--- config.mk ---
export PLATFORM = sky130hd
export DESIGN_NAME = uart_dumper
export DESIGN_NICKNAME = d
export VERILOG_FILES = /design/src/rtl/uart_dumper.sv
export SDC_FILE = /design/constraint.sdc
export NUM_CORES = 1
export LEC_CHECK = 0
export CAP_MARGIN = 25
export CORE_MARGIN = 3
export CORE_UTILIZATION = 55
export DETAILED_ROUTE_END_ITERATION = 8
export GPL_ROUTABILITY_DRIVEN = 1
export PLACE_DENSITY_LB_ADDON = 0.12
export REMOVE_ABC_BUFFERS = 1
export SETUP_SLACK_MARGIN = 0.05
export SLEW_MARGIN = 20
export SYNTH_ARGS = -nofsm -noshare
export SYNTH_HDL_FRONTEND = slang
export SYNTH_SLANG_ARGS = --single-unit
--- constraint.sdc ---
create_clock -name clk -period 5 [get_ports clk]
set_clock_uncertainty 0.2 [all_clocks]
set_input_delay 1 -clock clk [delete_from_list [all_inputs] [get_ports clk]]
set_output_delay 1 -clock clk [all_outputs]
set_load 0.005 [all_outputs]
--- src/rtl/uart_dumper.sv ---
// uart_dumper: reads WORD_COUNT 32-bit words starting at BASE_ADDRESS and
// streams them out over an 8N1 UART, least significant byte first, with
// each byte sent LSB first.
// Optional build macro UART_DUMPER_MARKER_EN: when defined, four 0xFF bytes
// are sent after the last word as an end-of-dump marker.
module uart_dumper #(
  parameter int          CLKS_PER_BIT = 434,
  parameter int          WORD_COUNT   = 256,
  parameter logic [31:0] BASE_ADDRESS = 32'h0
) (
  input  logic        clk,
  input  logic        rst,
  input  logic        start_dump,
  output logic [31:0] read_byte_address,
  output logic        read_en,
  input  logic [31:0] read_data,
  output logic        tx_serial,
  output logic        busy,
  output logic        done
);

  localparam logic [15:0] BIT_LAST = 16'(CLKS_PER_BIT - 1);
  localparam logic [16:0] WORDS    = 17'(WORD_COUNT);

`ifdef UART_DUMPER_MARKER_EN
  typedef enum logic [2:0] {IDLE, READ_REQ, READ_WAIT, SEND, MARKER, FINISH} state_t;
`else
  typedef enum logic [2:0] {IDLE, READ_REQ, READ_WAIT, SEND, FINISH} state_t;
`endif

  state_t      state;
  logic [15:0] word_idx;
  logic [31:0] word_reg;
  logic [1:0]  byte_sel;
  logic [3:0]  bit_cnt;   // frame position: 0 start, 1..8 data, 9 stop
  logic [15:0] cyc_cnt;   // cycles spent in the current bit
  logic [7:0]  cur_byte;
  logic [16:0] next_idx;
  logic        more_words;

  // Line level for frame position pos of byte b.
  function automatic logic frame_level(input logic [7:0] b, input logic [3:0] pos);
    if (pos == 4'd0)      frame_level = 1'b0;
    else if (pos >= 4'd9) frame_level = 1'b1;
    else                  frame_level = b[3'(pos - 4'd1)];
  endfunction

  // Select the byte being framed and decide whether another word follows.
  always_comb begin
    cur_byte = word_reg[7:0];
    case (byte_sel)
      2'd1:    cur_byte = word_reg[15:8];
      2'd2:    cur_byte = word_reg[23:16];
      2'd3:    cur_byte = word_reg[31:24];
      default: cur_byte = word_reg[7:0];
    endcase
`ifdef UART_DUMPER_MARKER_EN
    if (state == MARKER) cur_byte = 8'hFF;
`endif
    next_idx   = {1'b0, word_idx} + 17'd1;
    more_words = (next_idx < WORDS);
  end

  // Capture the memory word while waiting on the read; data path, no reset.
  always_ff @(posedge clk) begin
    if (state == READ_WAIT) word_reg <= read_data;
  end

  // Dump sequencer: all outputs registered so tx_serial is glitch-free.
  always_ff @(posedge clk or posedge rst) begin
    if (rst) begin
      state             <= IDLE;
      word_idx          <= 16'd0;
      byte_sel          <= 2'd0;
      bit_cnt           <= 4'd0;
      cyc_cnt           <= 16'd0;
      tx_serial         <= 1'b1;
      busy              <= 1'b0;
      done              <= 1'b0;
      read_en           <= 1'b0;
      read_byte_address <= 32'd0;
    end else begin
      read_en <= 1'b0;
      done    <= 1'b0;
      case (state)
        IDLE: begin
          if (start_dump) begin
            busy     <= 1'b1;
            word_idx <= 16'd0;
            if (WORDS == 17'd0) begin
`ifdef UART_DUMPER_MARKER_EN
              state     <= MARKER;
              byte_sel  <= 2'd0;
              bit_cnt   <= 4'd0;
              cyc_cnt   <= 16'd0;
              tx_serial <= 1'b0;
`else
              state <= FINISH;
              done  <= 1'b1;
`endif
            end else begin
              state             <= READ_REQ;
              read_en           <= 1'b1;
              read_byte_address <= BASE_ADDRESS;
            end
          end
        end
        READ_REQ: state <= READ_WAIT;
        READ_WAIT: begin
          state     <= SEND;
          byte_sel  <= 2'd0;
          bit_cnt   <= 4'd0;
          cyc_cnt   <= 16'd0;
          tx_serial <= 1'b0;
        end
`ifdef UART_DUMPER_MARKER_EN
        SEND, MARKER: begin
`else
        SEND: begin
`endif
          if (cyc_cnt != BIT_LAST) begin
            cyc_cnt <= cyc_cnt + 16'd1;
          end else begin
            cyc_cnt <= 16'd0;
            if (bit_cnt != 4'd9) begin
              bit_cnt   <= bit_cnt + 4'd1;
              tx_serial <= frame_level(cur_byte, bit_cnt + 4'd1);
            end else if (byte_sel != 2'd3) begin
              // Back-to-back bytes: next start bit follows the stop bit directly.
              byte_sel  <= byte_sel + 2'd1;
              bit_cnt   <= 4'd0;
              tx_serial <= 1'b0;
            end else begin
              byte_sel  <= 2'd0;
              bit_cnt   <= 4'd0;
              tx_serial <= 1'b1;
              if (state == SEND && more_words) begin
                // READ_REQ and READ_WAIT give the two idle-high cycles between words.
                state             <= READ_REQ;
                word_idx          <= next_idx[15:0];
                read_en           <= 1'b1;
                read_byte_address <= BASE_ADDRESS + {14'd0, next_idx[15:0], 2'b00};
              end
`ifdef UART_DUMPER_MARKER_EN
              else if (state == SEND) begin
                state     <= MARKER;
                tx_serial <= 1'b0;
              end
`endif
              else begin
                state <= FINISH;
                done  <= 1'b1;
              end
            end
          end
        end
        FINISH: begin
          state <= IDLE;
          busy  <= 1'b0;
        end
        default: state <= IDLE;
      endcase
    end
  end

endmodule

==> results_dict.tcl <==
set metrics [dict create \
    cts_buffers 9 \
    via_per_inst 5.748 \
    synth_fa_ha_area_share_pct 3.189 \
    period_share_pct 61.67 \
    wl_mm 7.763 \
    ys_ff_latch 77 \
    rsz0062_at_grt "false" \
    final-setup-viol-count 0 \
    critPathTopFamily "simple AND/OR/NAND/NOR gates" \
    ys_seq_area_share_pct 53.22 \
    cts-root-buf "clkbuf_8" \
    p_clk_share_pct 41.8 \
    synth-compound-area-share_pct 12.72 \
    path_cells "nand4_1 > or3_1 > o31ai_1 > nand3_1 > nor4_4 > mux2i_1" \
    finalHoldViolCount 0 \
    drtPass1Iterations 5 \
    max_cap_viol_count 0 \
    htree_levels 3 \
    hold_path.class "reg2reg" \
    cpMaxStageDelayCell "nor4_4" \
    cts_sinks 77 \
    cts_buffer_depth 2 \
    tritoncts "built" \
    crit_path_end_kind "register" \
    yosysMostFrequentCell "dfrtp_1" \
    ff2ff_setup_slack_ns 1.92 \
    irDropWorstVdd_mv 0.1841 \
    power.switching_mw 0.3600 \
    grt_pass1_wl_mm 13.33 \
    synth_commonest_cells "dfrtp_1 (44), nand2_1 (35), edfxtp_1 (32)" \
    period_needed_ns 3.084 \
    netlist.area_leader.share_pct 28.06 \
    finalSetupTns_ns 0 \
    critPathRequiredTime_ns 5.07 \
    switching_share_pct 22.84 \
    synth.area.mux_share_pct 2.742 \
    slowest_delay_ns 0.66 \
    initial_utilization_pct 57.12 \
    synth_top_area_cell "dfrtp_1" \
    synth-simple-area-share_pct 20.79 \
    relSlewSlack_pct 46.26 \
    fin_cells 516 \
    row_count 30 \
    p_per_area_nw_per_um2 331.1 \
    drive_above_1_share_pct 8.095 \
    power.leakage_nw 1.810 \
    cp.arrival_ns 3.15 \
    pwr-share-seq_pct 46.6 \
    p_comb_share_pct 11.6 \
    intPower_mw 1.216 \
    area_growth_pct 21.30 \
    power_mw 1.576 \
    postCtsResizedCells 0 \
    synth_area_leaders "dfrtp_1 (28%), edfxtp_1 (24%), nand3_1 (3.6%)" \
    status "finished clean" \
    drtAntennaViolNets 0 \
    antenna_found_initial 0 \
    io_pins 71 \
    place_congestion 0.9667 \
    fmax_mhz 324.3 \
    avgRoutedWirePerCell_microns 15.04 \
    largest_reg_flops 32 \
    synth_top_family_by_area "simple AND/OR/NAND/NOR gates" \
    async_flop_share_pct 58.44 \
    grt_util_all_layers_pct 19.99 \
    syn_area_per_cell_sq_um 10.78 \
    hpwl_mm 5.436 \
    clk_pin_slew_worst_paths_ns 0.08 \
    n_antenna_cell 0 \
    die_h_microns 90.47 \
    die_w_microns 90.47 \
    route.vias.total 2966 \
    critical_path_buf_inv_count 0 \
    coreArea_sq_um 6869 \
    insertion_delay_ns 0.35 \
    cts_hold_buf 0 \
    syn_area_sq_um 3924 \
    grt_pass1_vias 2870 \
    drc_errors 0 \
    worstMarginPinSlew_ns 0.7973 \
    dp_cells 500 \
    nNetsFinal 460 \
    slew_viol_final 0 \
    synth-xor-area-share_pct 1.563 \
    synthFlopType "dfrtp_1" \
    criticalPathCategory "reg2reg" \
    drtIter0Drc 193 \
    setup.worst_path.start_class "register" \
    synth_cells 364 \
    port_buffers 54 \
    grt_overflow 0 \
    ys_warn_count 0 \
    critPathMaxFanout 15 \
    post_cts_buffers 0 \
    die_area_sq_um 8184 \
    synth-edff-count 32 \
    ys_types 59 \
    grt_max_degree 46 \
]
==> cell type report <==
class / instances / area, sq um
Fill cell: 521 / 2110
Clock buffer: 10 / 127.6
Clock inverter: 6 / 158.9
Inverter: 10 / 37.54
Timing Repair Buffer: 56 / 555.5
Sequential cell: 77 / 2088
Tap cell: 96 / 120.1
Multi-Input combinational cell: 261 / 1672
==> logic make-up after synthesis <==
logic type / count (synthesis)
AO/OA/AOI/OAI: 72
XOR/XNOR: 7
adder cells (fa/ha/maj): 10
buffers and inverters: 41
flip-flops: 77
multiplexers: 8
other: 1
AND/OR/NAND/NOR: 148
==> routing by layer <==
metal / global-route usage (%) / up-vias / routed length (microns)
met5: 0 / - / 0
met4: 8.929 / 0 / 104
met3: 3.417 / 9 / 396
met1: 26.20 / 1419 / 3396
li1: - / 1435 / -
met2: 32.61 / 103 / 3866
==> per-stage QoR <==
step | utilization, % | hold slack, ns | instance area [sq um] | worst slack, ns
4_1_cts | 69.29 | 0.2958 | 4760 | 1.923
6_report | 69.29 | 0.2919 | 4760 | 1.916
3_3_place_gp | 65.12 | 0.2834 | 4473 | 2.038
5_1_grt | 69.29 | 0.3053 | 4760 | 1.569
2_1_floorplan | - | 0.2465 | 3795 | 2.247
3_5_place_dp | 65.12 | 0.2820 | 4473 | 1.935
==> final timing paths <==
check | end | cells past startpoint | from
min reg2reg | tx_serial | 2 | tx_serial
min | tx_serial | 2 | tx_serial
max in group asynchronous | read_byte_address[14] | 3 | rst
min in group asynchronous | read_en | 3 | rst
max | read_byte_address[3] | 6 | read_byte_address[7]
max reg2reg | read_byte_address[3] | 6 | read_byte_address[7]
==> power groups by stage <==
stage	registers, mW	logic (mW)	clock network [mW]
4_1_cts	0.734	0.184	0.670
3_3_place_gp	0.745	0.177	0
6_report	0.734	0.183	0.659
3_5_place_dp	0.746	0.184	0
2_1_floorplan	0.736	0.122	0
5_1_grt	0.742	0.206	0.710
==> cell usage in the layout (no fill, tap or decap), drive strengths merged, types with 4 or more instances in the layout <==
master	synthesis	routed
o31ai	9	9
clkbuf	12	10
nor4	11	11
bufinv	0	5
conb	1	16
mux2i	4	4
dfrtp	44	44
a22oi	8	8
nand2	36	36
nand3	28	28
o21ai	16	16
a32oi	4	4
nor2	19	19
or4	9	9
a21oi	15	15
ha	10	10
xor2	6	6
clkdlybuf4s50	0	54
nor3	11	11
or3	5	5
inv	10	10
nor3b	7	7
nand4	6	6
edfxtp	32	32
==> worst min-delay path, delay by kind of cell (launching register included) <==
| family | cells | cell delay [ns] |
|---|---|---|
| and+or+nand+nor | 2 | 0.12 |
| DFF | 1 | 0.37 |
Note: power is estimated with default switching activity, not from simulation.
